File: src/rtl/chain_delay_meter.sv
// Measurement stage for the inverter-chain delay sensor: launches edges into the chain,
// times the synchronised response in clock cycles and averages over 2^AVG_LOG2 launches.
module chain_delay_meter #(
    parameter int CNT_W          = 16,
    parameter int AVG_LOG2       = 2,
    parameter int SYNC_STAGES    = 2,
    parameter int SETTLE_CYCLES  = 64,
    parameter int TIMEOUT_CYCLES = 4096
) (
    input  logic                      clk,
    input  logic                      rst_n,
    input  logic                      start,
    output logic                      chain_en,
    output logic                      chain_in,
    input  logic                      chain_out,
    output logic                      busy,
    output logic                      done,
    output logic                      timeout_err,
    output logic [CNT_W-1:0]          delay_cycles,
    output logic [CNT_W+AVG_LOG2-1:0] delay_sum
);

    localparam int SUM_W  = CNT_W + AVG_LOG2;
    localparam int IDX_W  = (AVG_LOG2 > 0) ? AVG_LOG2 : 1;
    localparam int WAIT_W = (SETTLE_CYCLES > 1) ? $clog2(SETTLE_CYCLES) : 1;

    localparam logic [CNT_W-1:0]  TIMEOUT_C   = CNT_W'(TIMEOUT_CYCLES);
    localparam logic [IDX_W-1:0]  LAST_IDX    = IDX_W'((2 ** AVG_LOG2) - 1);
    localparam logic [WAIT_W-1:0] SETTLE_LAST = WAIT_W'(SETTLE_CYCLES - 1);

    typedef enum logic [2:0] {
        IDLE,
        SETTLE,
        LAUNCH,
        MEASURE,
        RECOVER,
        FINISH
    } state_t;

    state_t                 state_q, state_d;
    logic [SYNC_STAGES-1:0] sync_q;
    logic                   synced;
    logic [WAIT_W-1:0]      wait_q, wait_d;
    logic [CNT_W-1:0]       cnt_q, cnt_d;
    logic [IDX_W-1:0]       idx_q, idx_d;
    logic [SUM_W-1:0]       acc_q, acc_d;
    logic                   base_q, base_d;
    logic                   en_q, en_d;
    logic                   in_q, in_d;
    logic                   terr_q, terr_d;
    logic [CNT_W-1:0]       dly_q, dly_d;
    logic [SUM_W-1:0]       sum_q, sum_d;

    assign synced       = sync_q[SYNC_STAGES-1];
    assign chain_en     = en_q;
    assign chain_in     = in_q;
    assign busy         = (state_q != IDLE);
    assign done         = (state_q == FINISH);
    assign timeout_err  = terr_q;
    assign delay_cycles = dly_q;
    assign delay_sum    = sum_q;

    // chain_in/chain_en are registered, so the edge reaches the chain one cycle after LAUNCH;
    // that cycle is the first MEASURE cycle, where the counter reads 0.
    always_comb begin
        state_d = state_q;
        wait_d  = wait_q;
        cnt_d   = cnt_q;
        idx_d   = idx_q;
        acc_d   = acc_q;
        base_d  = base_q;
        en_d    = en_q;
        in_d    = in_q;
        terr_d  = terr_q;
        dly_d   = dly_q;
        sum_d   = sum_q;

        case (state_q)
            IDLE: begin
                en_d   = 1'b0;
                in_d   = 1'b0;
                wait_d = '0;
                if (start) begin
                    terr_d  = 1'b0;
                    idx_d   = '0;
                    acc_d   = '0;
                    state_d = SETTLE;
                end
            end
            SETTLE: begin
                en_d = 1'b1;
                in_d = 1'b0;
                if (wait_q == SETTLE_LAST) begin
                    base_d  = synced;
                    wait_d  = '0;
                    state_d = LAUNCH;
                end else begin
                    wait_d = wait_q + WAIT_W'(1);
                end
            end
            LAUNCH: begin
                en_d    = 1'b1;
                in_d    = 1'b1;
                cnt_d   = '0;
                state_d = MEASURE;
            end
            MEASURE: begin
                en_d = 1'b1;
                in_d = 1'b1;
                if (synced != base_q) begin
                    dly_d   = cnt_q;
                    acc_d   = acc_q + SUM_W'(cnt_q);
                    wait_d  = '0;
                    state_d = RECOVER;
                end else if (cnt_q == TIMEOUT_C) begin
                    terr_d  = 1'b1;
                    dly_d   = TIMEOUT_C;
                    state_d = FINISH;
                end else begin
                    cnt_d = cnt_q + CNT_W'(1);
                end
            end
            RECOVER: begin
                en_d = 1'b1;
                in_d = 1'b0;
                if (wait_q == SETTLE_LAST) begin
                    wait_d = '0;
                    if (idx_q == LAST_IDX) begin
                        state_d = FINISH;
                    end else begin
                        idx_d   = idx_q + IDX_W'(1);
                        state_d = LAUNCH;
                    end
                end else begin
                    wait_d = wait_q + WAIT_W'(1);
                end
            end
            FINISH: begin
                en_d = 1'b0;
                in_d = 1'b0;
                if (!terr_q) begin
                    sum_d = acc_q;
                end
                state_d = IDLE;
            end
            default: begin
                state_d = IDLE;
            end
        endcase
    end

    always_ff @(posedge clk) begin
        if (!rst_n) begin
            state_q <= IDLE;
            sync_q  <= '0;
            wait_q  <= '0;
            cnt_q   <= '0;
            idx_q   <= '0;
            acc_q   <= '0;
            base_q  <= 1'b0;
            en_q    <= 1'b0;
            in_q    <= 1'b0;
            terr_q  <= 1'b0;
            dly_q   <= '0;
            sum_q   <= '0;
        end else begin
            state_q <= state_d;
            sync_q  <= {sync_q[SYNC_STAGES-2:0], chain_out};
            wait_q  <= wait_d;
            cnt_q   <= cnt_d;
            idx_q   <= idx_d;
            acc_q   <= acc_d;
            base_q  <= base_d;
            en_q    <= en_d;
            in_q    <= in_d;
            terr_q  <= terr_d;
            dly_q   <= dly_d;
            sum_q   <= sum_d;
        end
    end

endmodule

File: config.mk
export PLATFORM = sky130hd
export DESIGN_NAME = chain_delay_meter
export DESIGN_NICKNAME = d
export VERILOG_FILES = /design/src/rtl/chain_delay_meter.sv
export SDC_FILE = /design/constraint.sdc
export NUM_CORES = 1
export LEC_CHECK = 0
export BUFFER_PORTS_ARGS = -buffer_cell sky130_fd_sc_hd__buf_2
export CAP_MARGIN = 5
export CORE_MARGIN = 2
export CORE_UTILIZATION = 56
export CTS_CLUSTER_SIZE = 40
export DETAILED_ROUTE_END_ITERATION = 10
export PLACE_DENSITY = 0.84
export SKIP_LAST_GASP = 1
export SLEW_MARGIN = 40
export SYNTH_ARGS = -nofsm -noshare
export SYNTH_HDL_FRONTEND = slang
export SYNTH_SLANG_ARGS = --single-unit
File: constraint.sdc
create_clock -name clk -period 2.71 [get_ports clk]
set_clock_uncertainty 0.2 [all_clocks]
set_input_delay 0.542 -clock clk [delete_from_list [all_inputs] [get_ports clk]]
set_output_delay 0.542 -clock clk [all_outputs]
set_load 0.005 [all_outputs]
* Yosys cells after proc, flatten, opt, wreduce, memory -nomap -nowiden
Cells that the tools add are included.
Cells by class: reduce and logical (&&, ||, !) cells 23, bitwise logic cells 1, multiplexer cells 28, equality and inequality tests 18, $add $sub $neg 4
Operator list (number):
- $mux 16 | 4
- $mux 18 | 2
- $pmux 18 s2 | 1
- $pmux 16 s2 | 1
- $add 18x16->18 | 1
- $mux 3 | 6
- $pmux 6 s3 | 1
- $add 16x1->16 const B | 1
- $eq 16x13->1 const B | 1
- $ne 2x2->1 const B | 8
- $pmux 3 s5 | 1
- $mux 6 | 2
- $reduce_and 4->1 | 3
- $reduce_bool 2->1 | 6
- $reduce_and 2->1 | 4
- $reduce_or 4->1 | 2
- $add 6x1->6 const B | 1
- $eq 3x2->1 const B | 2
- $eq 3x3->1 const B | 2
- $eq 6x6->1 const B | 1
- $mux 2 | 3
- $pmux 1 s2 | 3
- $reduce_and 3->1 | 2
- $reduce_bool 3->1 | 2
- 10 further kinds | 14
Storage, ports and cells: input bits 4, bits in registers 85, output and inout bits 39, logic and storage cells 86

* Depth between registers and ports, before layout
Gate-level depths: netlist (run 1).
depth in word-level cells 4, depth in mapped cells 9, mapped depth without buffers 9

* Worst setup path after synthesis (run 1)
No wires, ideal clock.
path kind flip-flop to flip-flop, start point register cnt_q[0], end point register acc_q[16], setup time 0.115 ns, cell stages (with the launch flop) 10, arrival time 1.890 ns, required time 2.395 ns, clock period less this slack 2.205 ns, slack 0.505 ns, buffers on the path 0, cells stage by stage dfxtp_1 ha_1 inv_1 fa_1 nand2b_1 a21oi_1 o21ai_0 a211oi_1 xnor2_1 nor2_1
On the way: word-level cells in the longest chain between the ends 3
Ends and longest elaborated chain:
- from (decl) | line 44 | logic [CNT_W-1:0] cnt_q, cnt_d;
- from (signal assigned) | line 170 | cnt_q <= cnt_d;
- $add 18x16->18 | line 112 | acc_d = acc_q + SUM_W'(cnt_q);
- $mux 18 | line 110 | if (synced != base_q) begin
- $pmux 18 s2 | line 78 | case (state_q)
- to (signal assigned) | line 159 | acc_q <= '0;
- to (signal assigned) | line 172 | acc_q <= acc_d;
- to (decl) | line 46 | logic [SUM_W-1:0] acc_q, acc_d;
Every way passes these cells. The select of a mux whose other input is x is not followed. A chain may end at the register's enable or synchronous reset.

* Final worst setup path (run 1)
start point register cnt_q[1], end point register cnt_q[5]
On the way: word-level cells in the longest chain between the ends 4, elaborated cells between the ends (all ways) 7, those cells by class add/sub: 1; eq/ne: 2; mux: 3; reduce/logical: 1
Ends and longest elaborated chain:
- $add 16x1->16 | line 120 | cnt_d = cnt_q + CNT_W'(1);
- $mux 16 | line 115 | end else if (cnt_q == TIMEOUT_C) begin
- $mux 16 | line 110
- $pmux 16 s2 | line 78
Several ways; a longest one is shown, not always the timed one. The select of a mux whose other input is x is not followed.

==> run_results.csv, run 1 <==
group,metric,value,unit
setup_path,crit_type,"flop to flop",
die,row_count,32,
power,powerDensity,477,mW/mm^2
die,die_w,92.4,um
grt,antenna_found_initial,0,
run_status,outcome,"finished, final reports clean",
power,p_sw_share,23.1,%
finish,fin_nets,603,
grt,grt_max_degree,49,
grt,grt_usage,25.4,%
power,p_seq_share,53.9,%
finish,n_antenna_cell,0,
synthesis,synth_top_area_share,38.8,%
power,power_frac_comb,2.9,%
finish,layout_common_cells,"nand2_1, dfxtp_1, a21oi_1",
power,vdd_drop_max,0.000317,V
cts,clkTransAtPathRegs,0.10,ns
finish,seq_area,0.00170,sq mm
setup_path,slowest_delay,0.50,ns
power,internal_power,1.80,mW
synthesis,synthArstFlopShare,0,%
placed_design,port_buffers,42,
sta,rsz0062_at_grt,"no",
setup_path,arrival,2.57,ns
synthesis,yosys_warnings,0,
setup_path,cp_cell_sequence,"inv_1, ha_1, nor4b_1, nand4_1, a21boi_4, nand4b_1, xor2_1, nor2_1",
cts,htreeDepth,3,
setup_path,path_buf_inv,1,
route,ant_nets,0,
setup_path,end_kind,"flop",
sta,slew_violations,0,
synthesis,synth_fa_ha_area_share,6.17,%
route,drt-pass1-iter-count,5,
synthesis,synth_ff_type,"dfxtp_1",
synthesis,synth-seq-area-share,38.8,%
sta,fin_crit,2.53,ns
finish,fill_cells,667,
power,switching_power,0.540,mW
grt,grt_pass1_vias,3820,
die,core_area,0.00765,sq mm
route,wirelength,10400,um
cts,cts.sinks,85,
sta,max_freq,396,MHz
sta,slew_headroom,53.5,%
cts,tritoncts,"done",
placed_design,place_ws,0.245,ns
route,post-route-drc-count,0,
die,die_y,92.4,um
finish,final_layout_size_suffix_gt1_share,14.1,%
synthesis,ys_ff_latch,85,
sta,worst_slack,0.182,ns
cts,clockRootBuffer,"clkbuf_8",
setup_path,worstPathMaxFanout,19,
synthesis,syn_nets,565,
setup_path,critical-path-slowest-cell,"a21boi_4",
cts,post_cts_buffers,0,
synthesis,yosys.area_share.simple,26.7,%
grt,grt_pass1_wl,17600,um
cts,cts_inserted_buffers,9,
setup_path,cp.required,2.75,ns
power,power_leakage,2.00,nW
sta,setup_viol,0,
route,via_count,3947,
sta,hold_viol,0,
synthesis,synth_top_family_by_area,"simple AND/OR/NAND/NOR gates",
sta,worstMarginPinSlew,0.697,ns
run,maxCapViolCount,0,
synthesis,yosysTopAreaCell,"dfxtp_1",
synthesis,syn-cell-area,0.00438,sq mm
placed_design,dpl.hpwl,7280,um
finish,multi_input_area,0.00252,sq mm
synthesis,synthMuxAreaShare,0.914,%
route,post_drt_wl_per_cell,15.2,um
power,clkPwrFrac,43.2,%
placed_design,gp_congestion,0.926,
synthesis,synth_compound_area_share,18.0,%
die,die_area,0.00855,sq mm
synthesis,post_synth.cell_area_avg,8.11,sq um
cts,cts.path.max_buffers,2,
route,detail_route.vias_per_cell,5.76,
synthesis,ys_types,60,
die,start_util,57.3,%
die,io-pin-count,43,
sta,final.setup.tns,0,ns
cts,clkLatencyLatePin,0.36,ns
hold_path,hp-class,"primary input to flop",
route,drt_iter0_markers,318,
synthesis,ys_top_cells_by_area,"dfxtp_1, a21oi_1, nand2_1",
synthesis,synthXorXnorAreaFrac,5.57,%
synthesis,synth-edff-count,0,
sta,fin_crit_sh,93.3,%
grt,grt_overflow_total,0,
finish,syn_to_final_growth,11.9,%
synthesis,syn-instance-count,540,
finish,final_common_cell,"nand2_1",
setup_path,crit_family,"simple AND/OR/NAND/NOR gates",
setup_path,critPathLaunchType,"flop",
path summary, 6_finish.rpt:
| kind | from | cells after the start | endpoint | slack, ns |
|---|---|---|---|---|
| min | chain_out | 2 | sync_q[0] | 0.19 |
| min reg2reg | sync_q[0] | 1 | sync_q[1] | 0.25 |
| max | cnt_q[1] | 8 | cnt_q[5] | 0.18 |
| max reg2reg | cnt_q[1] | 8 | cnt_q[5] | 0.18 |
cell type report:
type / count / area share (%)
Timing Repair Buffer: 53 / 5.97
Inverter: 11 / 0.842
Sequential cell: 85 / 34.7
Clock buffer: 9 / 2.53
Multi-Input combinational cell: 418 / 51.4
Clock inverter: 7 / 1.99
Tap cell: 102 / 2.60
sequential cells by signal (all words and copies together), names as in the netlist:
name	count
wait_q	6
chain_in	1
base_q	1
state_q	3
cnt_q	16
delay_cycles	16
sync_q	2
timeout_err	1
idx_q	2
delay_sum	18
chain_en	1
acc_q	18
cell families after synthesis:
logic type               after synthesis
adder cells (fa/ha/maj)               21
multiplexers                           4
buffers and inverters                 37
AND/OR/NAND/NOR                      231
flip-flops                            85
AO/OA/AOI/OAI                        135
XOR/XNOR                              27
cells in the mapped netlist, types with 3 or more instances:
master,number
o21a_1,3
nand4_1,10
nor3_1,6
o21ai_0,26
clkbuf_1,15
nor2b_1,6
nor4_1,3
nand2_1,95
a22oi_1,3
nor3b_1,4
or3_1,6
and2_1,6
and3_1,9
nor2_1,45
a21oi_1,74
buf_2,7
a21o_1,6
ha_1,20
xor2_1,8
nor4b_1,3
nand2b_1,4
nand3_1,9
nand3b_1,14
a211oi_1,3
dfxtp_1,85
inv_1,11
xnor2_1,18
mux2i_1,4
repair_timing:
action,4_1_cts,5_1_grt
resized for setup,0,1
hold endpoints to repair,0,0
setup endpoints to repair,0,2
hold buffers,0,0
power groups by stage:
stage                     Sequential [mW]  Combinational, mW  Clock [mW]
after floorplan                      1.29             0.0480           0
after detailed placement             1.29             0.0656           0
after CTS                            1.26             0.0660        1.01
after global routing                 1.26             0.0741        1.07
final                                1.26             0.0669        1.01
after global placement               1.29             0.0635           0
metal layers:
metal  track usage (%)  wire [um]  up-vias
met5                 0          0        -
met4              9.45        286        0
met3              5.61        621       25
met2              41.4       4760      124
met1              32.9       4740     1848
li1                  -          -     1950
stage by stage:
| stage | util (%) | instance area [sq um] | instances | power (mW) | hold WS [ns] |
|---|---|---|---|---|---|
| global placement | 61.1 | 4680 | 669 | 1.35 | 0.215 |
| floorplan | - | 4380 | 540 | 1.33 | 0.212 |
| detailed placement | 61.1 | 4680 | 669 | 1.36 | 0.231 |
| finish | 64.1 | 4900 | 685 | 2.34 | 0.188 |
| CTS | 64.0 | 4900 | 685 | 2.34 | 0.186 |
| global route | 64.1 | 4900 | 685 | 2.40 | 0.180 |
Power figures use the tool's default switching activity.
==> run 2, diff against run 1 <==
- CORE_UTILIZATION: 56 -> 59
- PLACE_DENSITY: 0.84 -> 0.88
==> run_results.csv, run 2 (synthesis gave the netlist of run 1 again) <==
group,metric,value,unit
power,clkPwrFrac,43.3,%
power,power_frac_comb,2.8,%
sta,fin_crit,2.57,ns
power,powerDensity,479,mW/mm^2
run,maxCapViolCount,0,
finish,fin_nets,602,
finish,n_antenna_cell,0,
route,wirelength,10600,um
cts,clockRootBuffer,"clkbuf_8",
sta,worstMarginPinSlew,0.750,ns
route,dr_wl_met3,638,um
grt,grt_usage,27.0,%
placed_design,dpl.hpwl,7480,um
route,ant_nets,0,
die,die_y,90.2,um
setup_path,rr_worst_depth,8,
setup_path,cp.required,2.79,ns
die,io-pin-count,43,
power,p_seq_share,53.8,%
sta,setup_viol,0,
route,drt-pass1-iter-count,6,
setup_path,worstPathMaxFanout,19,
grt,antenna_found_initial,0,
grt,grt_max_degree,49,
route,wl_met1,4720,um
grt,grt_pass1_wl,18100,um
die,die_w,90.2,um
setup_path,r2r-start,"cnt_q[0]",
cts,htreeDepth,3,
setup_path,cp_cell_sequence,"inv_1, ha_1, nor4b_1, nand4_1, a21boi_4, nand4b_4, or4_1, a21oi_1",
placed_design,gp_congestion,0.891,
cts,post_cts_buffers,0,
setup_path,slowest_delay,0.55,ns
route,post_drt_wl_per_cell,15.5,um
finish,syn_to_final_growth,11.6,%
power,p_sw_share,22.4,%
hold_path,hold_path.startpoint,"chain_out",
hold_path,min_to,"sync_q[0]",
cts,holdBufCountCts,0,
die,row_count,31,
sta,rsz0062_at_grt,"no",
setup_path,crit_type,"flop to flop",
route,wl_met2,4900,um
hold_path,hp-class,"primary input to flop",
power,vdd_drop_max,0.000331,V
setup_path,end_kind,"flop",
setup_path,critical-path-slowest-cell,"or4_1",
sta,fin_crit_sh,94.9,%
sta,slew_violations,0,
setup_path,r2r_end,"cnt_q[13]",
cts,clkLatencyLatePin,0.37,ns
sta,final.setup.tns,0,ns
cts,post_cts_resized,0,
finish,final_common_cell,"nand2_1",
finish,final_layout_size_suffix_gt1_share,13.6,%
power,switching_power,0.523,mW
grt,grt_overflow_total,0,
setup_path,critPathLaunchType,"flop",
route,maxUsedRoutingLayer,"met4",
route,post-route-drc-count,0,
route,detail_route.vias_per_cell,5.83,
die,start_util,60.7,%
route,via_count,3971,
cts,tritoncts,"done",
route,drt_iter0_markers,205,
die,die_area,0.00813,sq mm
power,internal_power,1.82,mW
placed_design,port_buffers,42,
cts,cts.path.max_buffers,2,
finish,layout_common_cells,"nand2_1, dfxtp_1, a21oi_1",
cts,cts_inserted_buffers,9,
cts,cts.sinks,85,
sta,slew_headroom,49.8,%
grt,grt_pass1_vias,3916,
hold_path,whs_path_depth,2,
sta,hold_viol,0,
power,power_leakage,2.00,nW
die,core_area,0.00721,sq mm
sta,max_freq,389,MHz
setup_path,r2r_slack,0.14,ns
run_status,outcome,"finished, final reports clean",
sta,fin_hold_ws,0.179,ns
cts,clkTransAtPathRegs,0.08,ns
setup_path,arrival,2.65,ns
run 2: per-layer routing:
| layer | up-vias | track usage (%) |
|---|---|---|
| met4 | 0 | 12.1 |
| met2 | 138 | 44.3 |
| met1 | 1834 | 33.8 |
| met3 | 33 | 6.45 |
| met5 | - | 0 |
| li1 | 1966 | - |
run 2: final cells by class:
type / count / area [sq um]
Multi-Input combinational cell: 418 / 2510
Fill cell: 618 / 2320
Clock buffer: 11 / 141
Sequential cell: 85 / 1700
Inverter: 11 / 41.3
Timing Repair Buffer: 52 / 285
Clock inverter: 5 / 83.8
Tap cell: 99 / 124
run 2: worst max-delay path: cells and delay by family (launching register included):
family	cells	cell delay [ns]
compound gates	2	0.40
fa+ha+maj	1	0.22
flops	1	0.44
buf+inv	1	0.13
simple gates	4	1.11
run 2: how the worst max path moves through the flow:
| stage | cells past startpoint | from | endpoint |
|---|---|---|---|
| 2_1_floorplan | 9 | cnt_q[0] | acc_q[16] |
| 3_3_place_gp | 9 | cnt_q[0] | acc_q[16] |
| 3_5_place_dp | 9 | cnt_q[0] | acc_q[16] |
| 4_1_cts | 8 | cnt_q[0] | cnt_q[13] |
| 5_1_grt | 9 | cnt_q[0] | acc_q[16] |
| 6_report | 8 | cnt_q[0] | cnt_q[13] |
run 2: power groups by stage:
| stage | clock [mW] | sequential [mW] | combinational, mW |
|---|---|---|---|
| 4_1_cts | 1.03 | 1.26 | 0.0657 |
| 3_3_place_gp | 0 | 1.29 | 0.0638 |
| 2_1_floorplan | 0 | 1.29 | 0.0480 |
| 6_report | 1.02 | 1.26 | 0.0666 |
| 5_1_grt | 1.08 | 1.26 | 0.0726 |
| 3_5_place_dp | 0 | 1.29 | 0.0652 |
run 2: metrics by stage:
stage	power (mW)	util (%)	setup slack, ns	area (sq um)	std cells
finish	2.34	67.8	0.138	4890	681
global route	2.42	67.8	0.0201	4890	681
CTS	2.35	67.8	0.171	4890	681
detailed placement	1.35	64.7	0.218	4660	665
global placement	1.35	64.7	0.321	4660	665
floorplan	1.33	-	0.505	4380	540
==> run 3, diff against run 2 <==
- CORE_UTILIZATION: 59 -> 60
- PLACE_DENSITY: 0.88 -> 0.81
- clock period: 2.71 -> 3 ns (I/O delays scaled with it)
==> run_results.csv, run 3 (synthesis gave the netlist of run 1 again) <==
group,metric,value,unit
sta,fin_crit_sh,84.7,%
die,die_w,89.4,um
finish,fin_nets,597,
sta,slew_violations,0,
route,drt_iter0_markers,211,
setup_path,r2r_slack,0.46,ns
placed_design,postPlaceCellArea,0.00463,sq mm
sta,worstMarginPinSlew,0.693,ns
cts,clkTransAtPathRegs,0.09,ns
sta,fin_crit,2.54,ns
die,core_area,0.00718,sq mm
cts,cts_inserted_buffers,9,
setup_path,worstPathMaxFanout,6,
placed_design,dpl.hpwl,7190,um
sta,hold_viol,0,
grt,grt_pass1_wl,16500,um
sta,slew_headroom,53.8,%
finish,syn_to_final_growth,10.8,%
grt,grt_pass1_vias,3569,
sta,final.setup.tns,0,ns
route,post_drt_wl_per_cell,14.8,um
power,vdd_drop_max,0.000304,V
grt,grt_usage,26.4,%
cts,holdBufCountCts,0,
sta,worst_slack,0.460,ns
finish,final_area,0.00485,sq mm
sta,setup_viol,0,
finish,final_layout_size_suffix_gt1_share,13.0,%
route,detail_route.vias_per_cell,5.79,
cts,cts.path.max_buffers,2,
die,io-pin-count,43,
power,power_leakage,1.97,nW
finish,n_antenna_cell,0,
run,maxCapViolCount,0,
cts,tritoncts,"done",
die,die_y,89.4,um
hold_path,hp-class,"flop to flop",
sta,rsz0062_at_grt,"no",
setup_path,cp.required,3.07,ns
setup_path,critPathLaunchType,"flop",
cts,post_cts_resized,0,
cts,clockRootBuffer,"clkbuf_8",
die,start_util,61.0,%
placed_design,place_ws,0.510,ns
die,row_count,31,
route,wirelength,10000,um
cts,htreeDepth,3,
grt,antenna_found_initial,0,
cts,cts.sinks,85,
finish,final_common_cell,"nand2_1",
placed_design,gp_congestion,0.918,
setup_path,end_kind,"flop",
route,drt-pass1-iter-count,4,
cts,post_cts_buffers,0,
die,die_area,0.00800,sq mm
cts,clkLatencyLatePin,0.37,ns
grt,grt_max_degree,49,
sta,max_freq,394,MHz
route,post-route-drc-count,0,
power,powerDensity,437,mW/mm^2
route,ant_nets,0,
placed_design,port_buffers,42,
setup_path,arrival,2.61,ns
grt,grt_overflow_total,0,
finish,layout_common_cells,"nand2_1, dfxtp_1, a21oi_1",
setup_path,crit_type,"flop to flop",
route,via_count,3916,
run_status,outcome,"finished, final reports clean",
-- run 3: per-layer routing --
layer / vias to the layer above / routed length (um) / GRT usage [%] / share of wire (%)
met1: 1817 / 4620 / 34.5 / 46
met5: - / 0 / 0 / 0
met4: 0 / 285 / 11.5 / 2.8
met3: 24 / 467 / 4.89 / 4.7
met2: 126 / 4660 / 42.6 / 46
li1: 1949 / - / - / -
-- run 3: report_power, final --
part	switching (mW)	leakage (nW)	internal (mW)	total, mW
clock	0.446	0.111	0.481	0.927
sequential	0.00667	0.685	1.13	1.14
combinational	0.0413	1.18	0.0165	0.0578
total	0.494	1.97	1.63	2.12
-- run 3: worst paths after layout --
path | start | end | cells past startpoint
setup reg to reg | cnt_q[0] | acc_q[16] | 9
hold / removal | sync_q[0] | sync_q[1] | 1
setup / recovery | cnt_q[0] | acc_q[16] | 9
hold reg to reg | sync_q[0] | sync_q[1] | 1
-- run 3: cell type report --
| class | count | area [sq um] |
|---|---|---|
| Clock buffer | 9 | 124 |
| Fill cell | 593 | 2320 |
| Timing Repair Buffer | 47 | 248 |
| Sequential cell | 85 | 1700 |
| Multi-Input combinational cell | 418 | 2510 |
| Clock inverter | 7 | 103 |
| Inverter | 11 | 41.3 |
| Tap cell | 99 | 124 |
-- run 3: metrics by stage --
| step | hold WS [ns] | total power [mW] | util [%] | std cells |
|---|---|---|---|---|
| floorplan | 0.212 | 1.20 | - | 540 |
| global placement | 0.219 | 1.22 | 64.5 | 660 |
| detailed placement | 0.224 | 1.22 | 64.5 | 660 |
| CTS | 0.247 | 2.14 | 67.6 | 676 |
| global route | 0.269 | 2.19 | 67.6 | 676 |
| finish | 0.242 | 2.12 | 67.6 | 676 |
-- run 3: critical path, cell delays in order, from the launching register on --
cell	delay, ns
dfxtp_1	0.43
ha_1	0.20
inv_1	0.06
fa_1	0.38
nand2b_1	0.20
a21oi_1	0.20
o21ai_0	0.24
a211oi_1	0.32
xnor2_1	0.16
nor2_1	0.05
